$ cat src/rtl/uart_fifo_bridge_pkg.sv
// Shared definitions for the uart bridge: register map, CTRL/STATUS bit positions, TX FSM states.
package uart_fifo_bridge_pkg;

    localparam logic [1:0] ADDR_DATA   = 2'd0;
    localparam logic [1:0] ADDR_STATUS = 2'd1;
    localparam logic [1:0] ADDR_CTRL   = 2'd2;

    localparam int unsigned CTRL_EN        = 0;
    localparam int unsigned CTRL_RX_IRQ_EN = 1;
    localparam int unsigned CTRL_TX_IRQ_EN = 2;

    typedef enum logic [1:0] {
        TX_IDLE = 2'd0,
        TX_REQ  = 2'd1,
        TX_WAIT = 2'd2
    } tx_state_t;

    // STATUS layout: {0, tx_drop, rx_overrun, tx_busy_any, tx_full, tx_empty, rx_full, rx_empty}
    function automatic logic [7:0] pack_status(
        input logic tx_drop, input logic rx_overrun, input logic tx_busy_any,
        input logic tx_full, input logic tx_empty, input logic rx_full, input logic rx_empty);
        return {1'b0, tx_drop, rx_overrun, tx_busy_any, tx_full, tx_empty, rx_full, rx_empty};
    endfunction

endpackage

$ cat src/rtl/uart_fifo_bridge_sync_fifo.sv
// Synchronous first-word-fall-through FIFO; extra pointer MSB separates full from empty.
module sync_fifo #(
    parameter int unsigned WIDTH      = 8,
    parameter int unsigned DEPTH_LOG2 = 4
) (
    input  logic             clk,
    input  logic             rst,
    input  logic             push,
    input  logic             pop,
    input  logic [WIDTH-1:0] din,
    output logic [WIDTH-1:0] dout,
    output logic             full,
    output logic             empty
);

    logic [WIDTH-1:0]    mem [2**DEPTH_LOG2];
    logic [DEPTH_LOG2:0] wr_ptr;
    logic [DEPTH_LOG2:0] rd_ptr;
    logic                do_push;
    logic                do_pop;

    assign empty = (wr_ptr == rd_ptr);
    assign full  = (wr_ptr[DEPTH_LOG2] != rd_ptr[DEPTH_LOG2]) &&
                   (wr_ptr[DEPTH_LOG2-1:0] == rd_ptr[DEPTH_LOG2-1:0]);

    // A pop in the same cycle frees the slot, so a push at full is still accepted.
    assign do_pop  = pop & ~empty;
    assign do_push = push & (~full | do_pop);

    assign dout = mem[rd_ptr[DEPTH_LOG2-1:0]];

    always_ff @(posedge clk or posedge rst) begin
        if (rst) begin
            wr_ptr <= '0;
            rd_ptr <= '0;
        end else begin
            if (do_push) wr_ptr <= wr_ptr + 1'b1;
            if (do_pop)  rd_ptr <= rd_ptr + 1'b1;
        end
    end

    always_ff @(posedge clk) begin
        if (do_push) mem[wr_ptr[DEPTH_LOG2-1:0]] <= din;
    end

endmodule

$ cat src/rtl/uart_fifo_bridge.sv
// CPU register front end for the uart core: DATA/STATUS/CTRL registers, TX and RX FIFOs, TX handshake FSM.
module uart_fifo_bridge
    import uart_fifo_bridge_pkg::*;
#(
    parameter int unsigned DEPTH_LOG2 = 4
) (
    input  logic       clk,
    input  logic       rst,
    input  logic [1:0] bus_addr,
    input  logic       bus_wr,
    input  logic       bus_rd,
    input  logic [7:0] bus_wdata,
    output logic [7:0] bus_rdata,
    output logic       irq,
    output logic       uart_en,
    output logic       uart_we,
    output logic [7:0] uart_data_in,
    input  logic       uart_tx_busy,
    input  logic       uart_rx_done,
    input  logic [7:0] uart_data_out
);

    tx_state_t  tx_state;
    tx_state_t  tx_next;
    logic [2:0] ctrl;
    logic       tx_drop;
    logic       rx_overrun;
    logic       tx_push;
    logic       tx_pop;
    logic       tx_full;
    logic       tx_empty;
    logic [7:0] tx_head;
    logic       rx_pop;
    logic       rx_full;
    logic       rx_empty;
    logic [7:0] rx_head;
    logic       tx_busy_any;
    logic       status_rd;
    logic       tx_drop_set;
    logic       rx_overrun_set;

    sync_fifo #(.WIDTH(8), .DEPTH_LOG2(DEPTH_LOG2)) u_tx_fifo (
        .clk(clk), .rst(rst), .push(tx_push), .pop(tx_pop), .din(bus_wdata),
        .dout(tx_head), .full(tx_full), .empty(tx_empty)
    );

    sync_fifo #(.WIDTH(8), .DEPTH_LOG2(DEPTH_LOG2)) u_rx_fifo (
        .clk(clk), .rst(rst), .push(uart_rx_done), .pop(rx_pop), .din(uart_data_out),
        .dout(rx_head), .full(rx_full), .empty(rx_empty)
    );

    assign uart_en     = ctrl[CTRL_EN];
    assign uart_we     = (tx_state == TX_REQ);
    assign tx_busy_any = ~tx_empty | (tx_state != TX_IDLE);
    assign tx_push     = bus_wr & (bus_addr == ADDR_DATA);
    assign rx_pop      = bus_rd & (bus_addr == ADDR_DATA) & ~rx_empty;
    assign status_rd   = bus_rd & (bus_addr == ADDR_STATUS);

    // A write or capture is only lost if the FIFO stays full after the same-cycle pop.
    assign tx_drop_set    = tx_push & tx_full & ~tx_pop;
    assign rx_overrun_set = uart_rx_done & rx_full & ~rx_pop;

    always_comb begin
        tx_next = tx_state;
        tx_pop  = 1'b0;
        case (tx_state)
            TX_IDLE: begin
                if (ctrl[CTRL_EN] & ~tx_empty & ~uart_tx_busy) begin
                    tx_pop  = 1'b1;
                    tx_next = TX_REQ;
                end
            end
            TX_REQ: begin
                if (~ctrl[CTRL_EN])   tx_next = TX_IDLE;
                else if (uart_tx_busy) tx_next = TX_WAIT;
            end
            TX_WAIT: begin
                if (~uart_tx_busy) tx_next = TX_IDLE;
            end
            default: tx_next = TX_IDLE;
        endcase
    end

    always_ff @(posedge clk or posedge rst) begin
        if (rst) begin
            tx_state     <= TX_IDLE;
            uart_data_in <= '0;
        end else begin
            tx_state <= tx_next;
            if (tx_pop) uart_data_in <= tx_head;
        end
    end

    always_ff @(posedge clk or posedge rst) begin
        if (rst) begin
            ctrl       <= '0;
            tx_drop    <= 1'b0;
            rx_overrun <= 1'b0;
            bus_rdata  <= '0;
            irq        <= 1'b0;
        end else begin
            if (bus_wr && bus_addr == ADDR_CTRL) ctrl <= bus_wdata[2:0];
            tx_drop    <= tx_drop_set    | (tx_drop    & ~status_rd);
            rx_overrun <= rx_overrun_set | (rx_overrun & ~status_rd);
            if (bus_rd) begin
                case (bus_addr)
                    ADDR_DATA:   bus_rdata <= rx_empty ? 8'h00 : rx_head;
                    ADDR_STATUS: bus_rdata <= pack_status(tx_drop, rx_overrun, tx_busy_any,
                                                          tx_full, tx_empty, rx_full, rx_empty);
                    ADDR_CTRL:   bus_rdata <= {5'b0, ctrl};
                    default:     bus_rdata <= '0;
                endcase
            end
            irq <= (ctrl[CTRL_RX_IRQ_EN] & ~rx_empty) |
                   (ctrl[CTRL_TX_IRQ_EN] & tx_empty & (tx_state == TX_IDLE));
        end
    end

endmodule
$ cat config.mk
export PLATFORM = sky130hd
export DESIGN_NAME = uart_fifo_bridge
export DESIGN_NICKNAME = d
export VERILOG_FILES = /design/src/rtl/uart_fifo_bridge_pkg.sv /design/src/rtl/uart_fifo_bridge_sync_fifo.sv /design/src/rtl/uart_fifo_bridge.sv
export SDC_FILE = /design/constraint.sdc
export NUM_CORES = 1
export LEC_CHECK = 0
export ABC_AREA = 1
export ABC_CLOCK_PERIOD_IN_PS = 2800
export CORE_ASPECT_RATIO = 1.75
export CORE_UTILIZATION = 44
export CTS_BUF_LIST = sky130_fd_sc_hd__clkbuf_16
export DETAILED_ROUTE_END_ITERATION = 10
export PLACE_DENSITY_LB_ADDON = 0.08
export SYNTH_ARGS = -nofsm -noshare
export SYNTH_HDL_FRONTEND = slang
export SYNTH_HIERARCHICAL = 1
export SYNTH_SLANG_ARGS = --single-unit
$ cat constraint.sdc
create_clock -name clk -period 2.8 [get_ports clk]
set_clock_uncertainty 0.1 [all_clocks]
set_input_delay 0.28 -clock clk [delete_from_list [all_inputs] [get_ports clk]]
set_output_delay 0.28 -clock clk [all_outputs]
set_load 0.005 [all_outputs]
==> results of run 1 <==
==> where the power goes <==
group | internal [mW] | switching, mW
combinational | 1.65 | 3.19
clock | 2.34 | 1.64
sequential | 5.28 | 0.237
total | 9.28 | 5.07
==> timing repair <==
action / in CTS / in global routing
endpoints found under the setup margin: 0 / 135
hold buffers: 0 / 0
resized for setup: 0 / 9
hold endpoints to repair: 0 / 0
==> kinds of logic after synthesis <==
family                   Yosys count
AND/OR/NAND/NOR                  528
flip-flops                       300
AO/OA/AOI/OAI                    200
buffers and inverters            113
XOR/XNOR                          14
adder cells (fa/ha/maj)           10
==> cell usage after synthesis (2+ instances only) <==
master    number
buf_6          2
nand3_1       47
nor2_4         6
buf_4          6
o21ai_0      143
o21ai_1        7
buf_2         25
nand2_2       13
inv_2         10
clkinv_1       3
clkbuf_1      18
xnor2_1        8
nor2_1       226
o211ai_1      32
ha_1          10
xor2_1         6
nand2_1      229
o22ai_1       16
nand4_4        2
dfrtp_1       44
inv_1         49
a21oi_1        2
edfxtp_1     256
==> critical path, cell delays in order (launching register included) <==
cell,delay (ns)
dfrtp_1,0.40
inv_1,0.11
nand2_1,0.06
nand2_1,0.11
nor2_4,0.06
nand3_1,0.10
inv_1,0.07
inv_1,0.07
nand2_1,0.08
nor2_4,0.11
inv_1,0.08
nand4_4,0.10
nand2_2,0.09
buf_4,0.18
nor2_1,0.57
==> layout make-up <==
type                            instances  share of cell area [%]
Sequential cell                       300                    58.6
Multi-Input combinational cell        752                    23.6
Timing Repair Buffer                  116                    6.64
Clock buffer                           29                    4.84
Tap cell                              378                    3.15
Clock inverter                         23                    1.65
Inverter                               62                    1.55
==> final timing paths <==
check                      slack, ns                   end  cells after the start                start
max in group asynchronous       2.19       uart_data_in[1]                      3                  rst
min                             0.08   u_rx_fifo/rd_ptr[2]                      2                  rst
max reg2reg                     0.13  u_rx_fifo/mem[15][3]                     14  u_rx_fifo/wr_ptr[1]
min in group clk                0.32   u_rx_fifo/mem[2][6]                      1     uart_data_out[6]
min reg2reg                     0.38       uart_data_in[1]                      2      uart_data_in[1]
max                             0.13  u_rx_fifo/mem[15][3]                     14  u_rx_fifo/wr_ptr[1]
==> flip-flops by register name, indices dropped and copies added (netlist names) <==
register and cells:
u_rx_fifo/mem 128, u_tx_fifo/mem 128, bus_rdata 8, uart_data_in 8
u_rx_fifo/rd_ptr 5, u_rx_fifo/wr_ptr 5, u_tx_fifo/rd_ptr 5, u_tx_fifo/wr_ptr 5
ctrl 3, tx_state 2, irq 1, rx_overrun 1
tx_drop 1
==> routing by layer <==
metal  track usage [%]  routed length (µm)  share of wire, %
met1              22.1               11100                33
met2              46.3               19000                57
met3              2.55                 956               2.9
met4              15.5                2300               6.9
met5                 0                   0                 0
==> stage by stage <==
stage	util (%)	std cells	setup TNS, ns
3_5_place_dp	48.9	1608	-0.154
2_1_floorplan	-	1165	0
6_report	52.4	1660	0
4_1_cts	52.3	1660	0
3_3_place_gp	48.9	1608	0
5_1_grt	52.4	1660	-0.551
==> flow_summary.ini, run 1 <==
[detailed_routing]
vias = 8523
drc = 0
first_pass_iters = 5
routedWlPerCell_um = 20.1
viasPerCell = 5.13
drt-total-wl_mm = 33.4
drtAntennaViolNets = 0
drtIter0Drc = 430

[global_route]
grt.overflow.total = 0
grt_max_degree = 66
antenna_found_initial = 0
grt_pass1_wl_mm = 50.3
grt_pass1_vias = 8829
globalRouteTotalUtil_pct = 23.5

[run_status]
status = finished, final reports clean

[timing]
tightest_slew_ns = 0.871
hold_viol_final = 0
rsz0062_at_grt = true
max_slew_margin_pct = 41.7
fmax_mhz = 374
whs_ns = 0.0836
finalMaxSlewViolations = 0
setup_viol = 0
fin_ws_ns = 0.127
finalCritPeriodShare_pct = 95.5
min_period_ns = 2.67

[die]
core_region_area_um2 = 28600
row_count = 82
fp.dieW_um = 131
initial_utilization_pct = 44.7
ios = 43
floorplan.die_area_um2 = 29800
die_h_um = 228

[placed_design]
dpl-instance-area_um2 = 14000
io_buffers = 42
place_ws_ns = -0.0196
hpwl_mm = 23.7
gp_congestion = 0.860

[worst_setup_path]
cp.arrival_ns = 2.75
endpoint_kind = flop
required_ns = 2.88
cp-start-kind = flop
crit_type = flop to flop
crit_fanout = 8

[logic_synthesis]
synthesis.nets = 1199
synth_top_cell_area_share_pct = 60.0
yosysUniqueCellTypes = 28
synth_compound_area_share_pct = 8.60
synth_top_flop_cell = edfxtp_1
synthSimpleGateAreaFrac_pct = 17.0
async_flop_share_pct = 14.7
ys_ff_latch = 300
synth_area_leaders = edfxtp_1 60%, dfrtp_1 8.6%, nand2_1 6.7%, nor2_1 6.6%, o21ai_0 5.6%
synth_area_um2 = 12800
synth_xor_area_share_pct = 0.958
synthMuxAreaShare_pct = 0
yosysWarnings = 6
synth_edf_count = 256
synthAdderAreaFrac_pct = 0.977
syn_inst = 1165
yosysTopAreaCell = edfxtp_1
avgSynthCellArea_um2 = 11.0
synth-seq-area-share_pct = 68.6
synth_top_family_by_area = simple AND/OR/NAND/NOR gates

[clock_network]
htree_levels = 1
cts_tree = built
clk-insertion-delay-late_ns = 0.55
clk_pin_slew_ns = 0.07
root_buffer = clkbuf_16
clkSinkCount = 300
cts_buffers = 29
cts_setup_buffers = 0
cts.path.max_buffers = 3

[cells_and_area]
drive_above_1_share_pct = 12.4
register_area_um2 = 8790
fin_nets = 1295
final_area_um2 = 15000
final_common_cell = edfxtp_1
multi_input_comb_area_um2 = 3540
num_antenna_cells = 0
fillers = 2518
most-common-layout-cells = 256 x edfxtp_1, 229 x nand2_1, 220 x nor2_1, 143 x o21ai_0, 72 x buf_4
area_growth_pct = 17.2

[job]
drv_cap = 0

[power_and_ir_drop]
p_total_mw = 14.4
total_leakage_power_nw = 5.59
irDropWorstVdd_mv = 0.608
power_density_nw_per_um2 = 956

[min_path]
hp-class = input port to async pin
Note: power is estimated with default switching activity, not from simulation.
==> run 2: changes to the inputs <==
Settings changed: GPL_TIMING_DRIVEN set to 1.
==> results of run 2 <==
No change in the layout: final DEF, timing and power equal those of run 1.
==> run 3: changes to the inputs <==
Settings changed: SKIP_LAST_GASP set to 1.
==> results of run 3 <==
No change in the layout: final DEF, timing and power equal those of run 1.
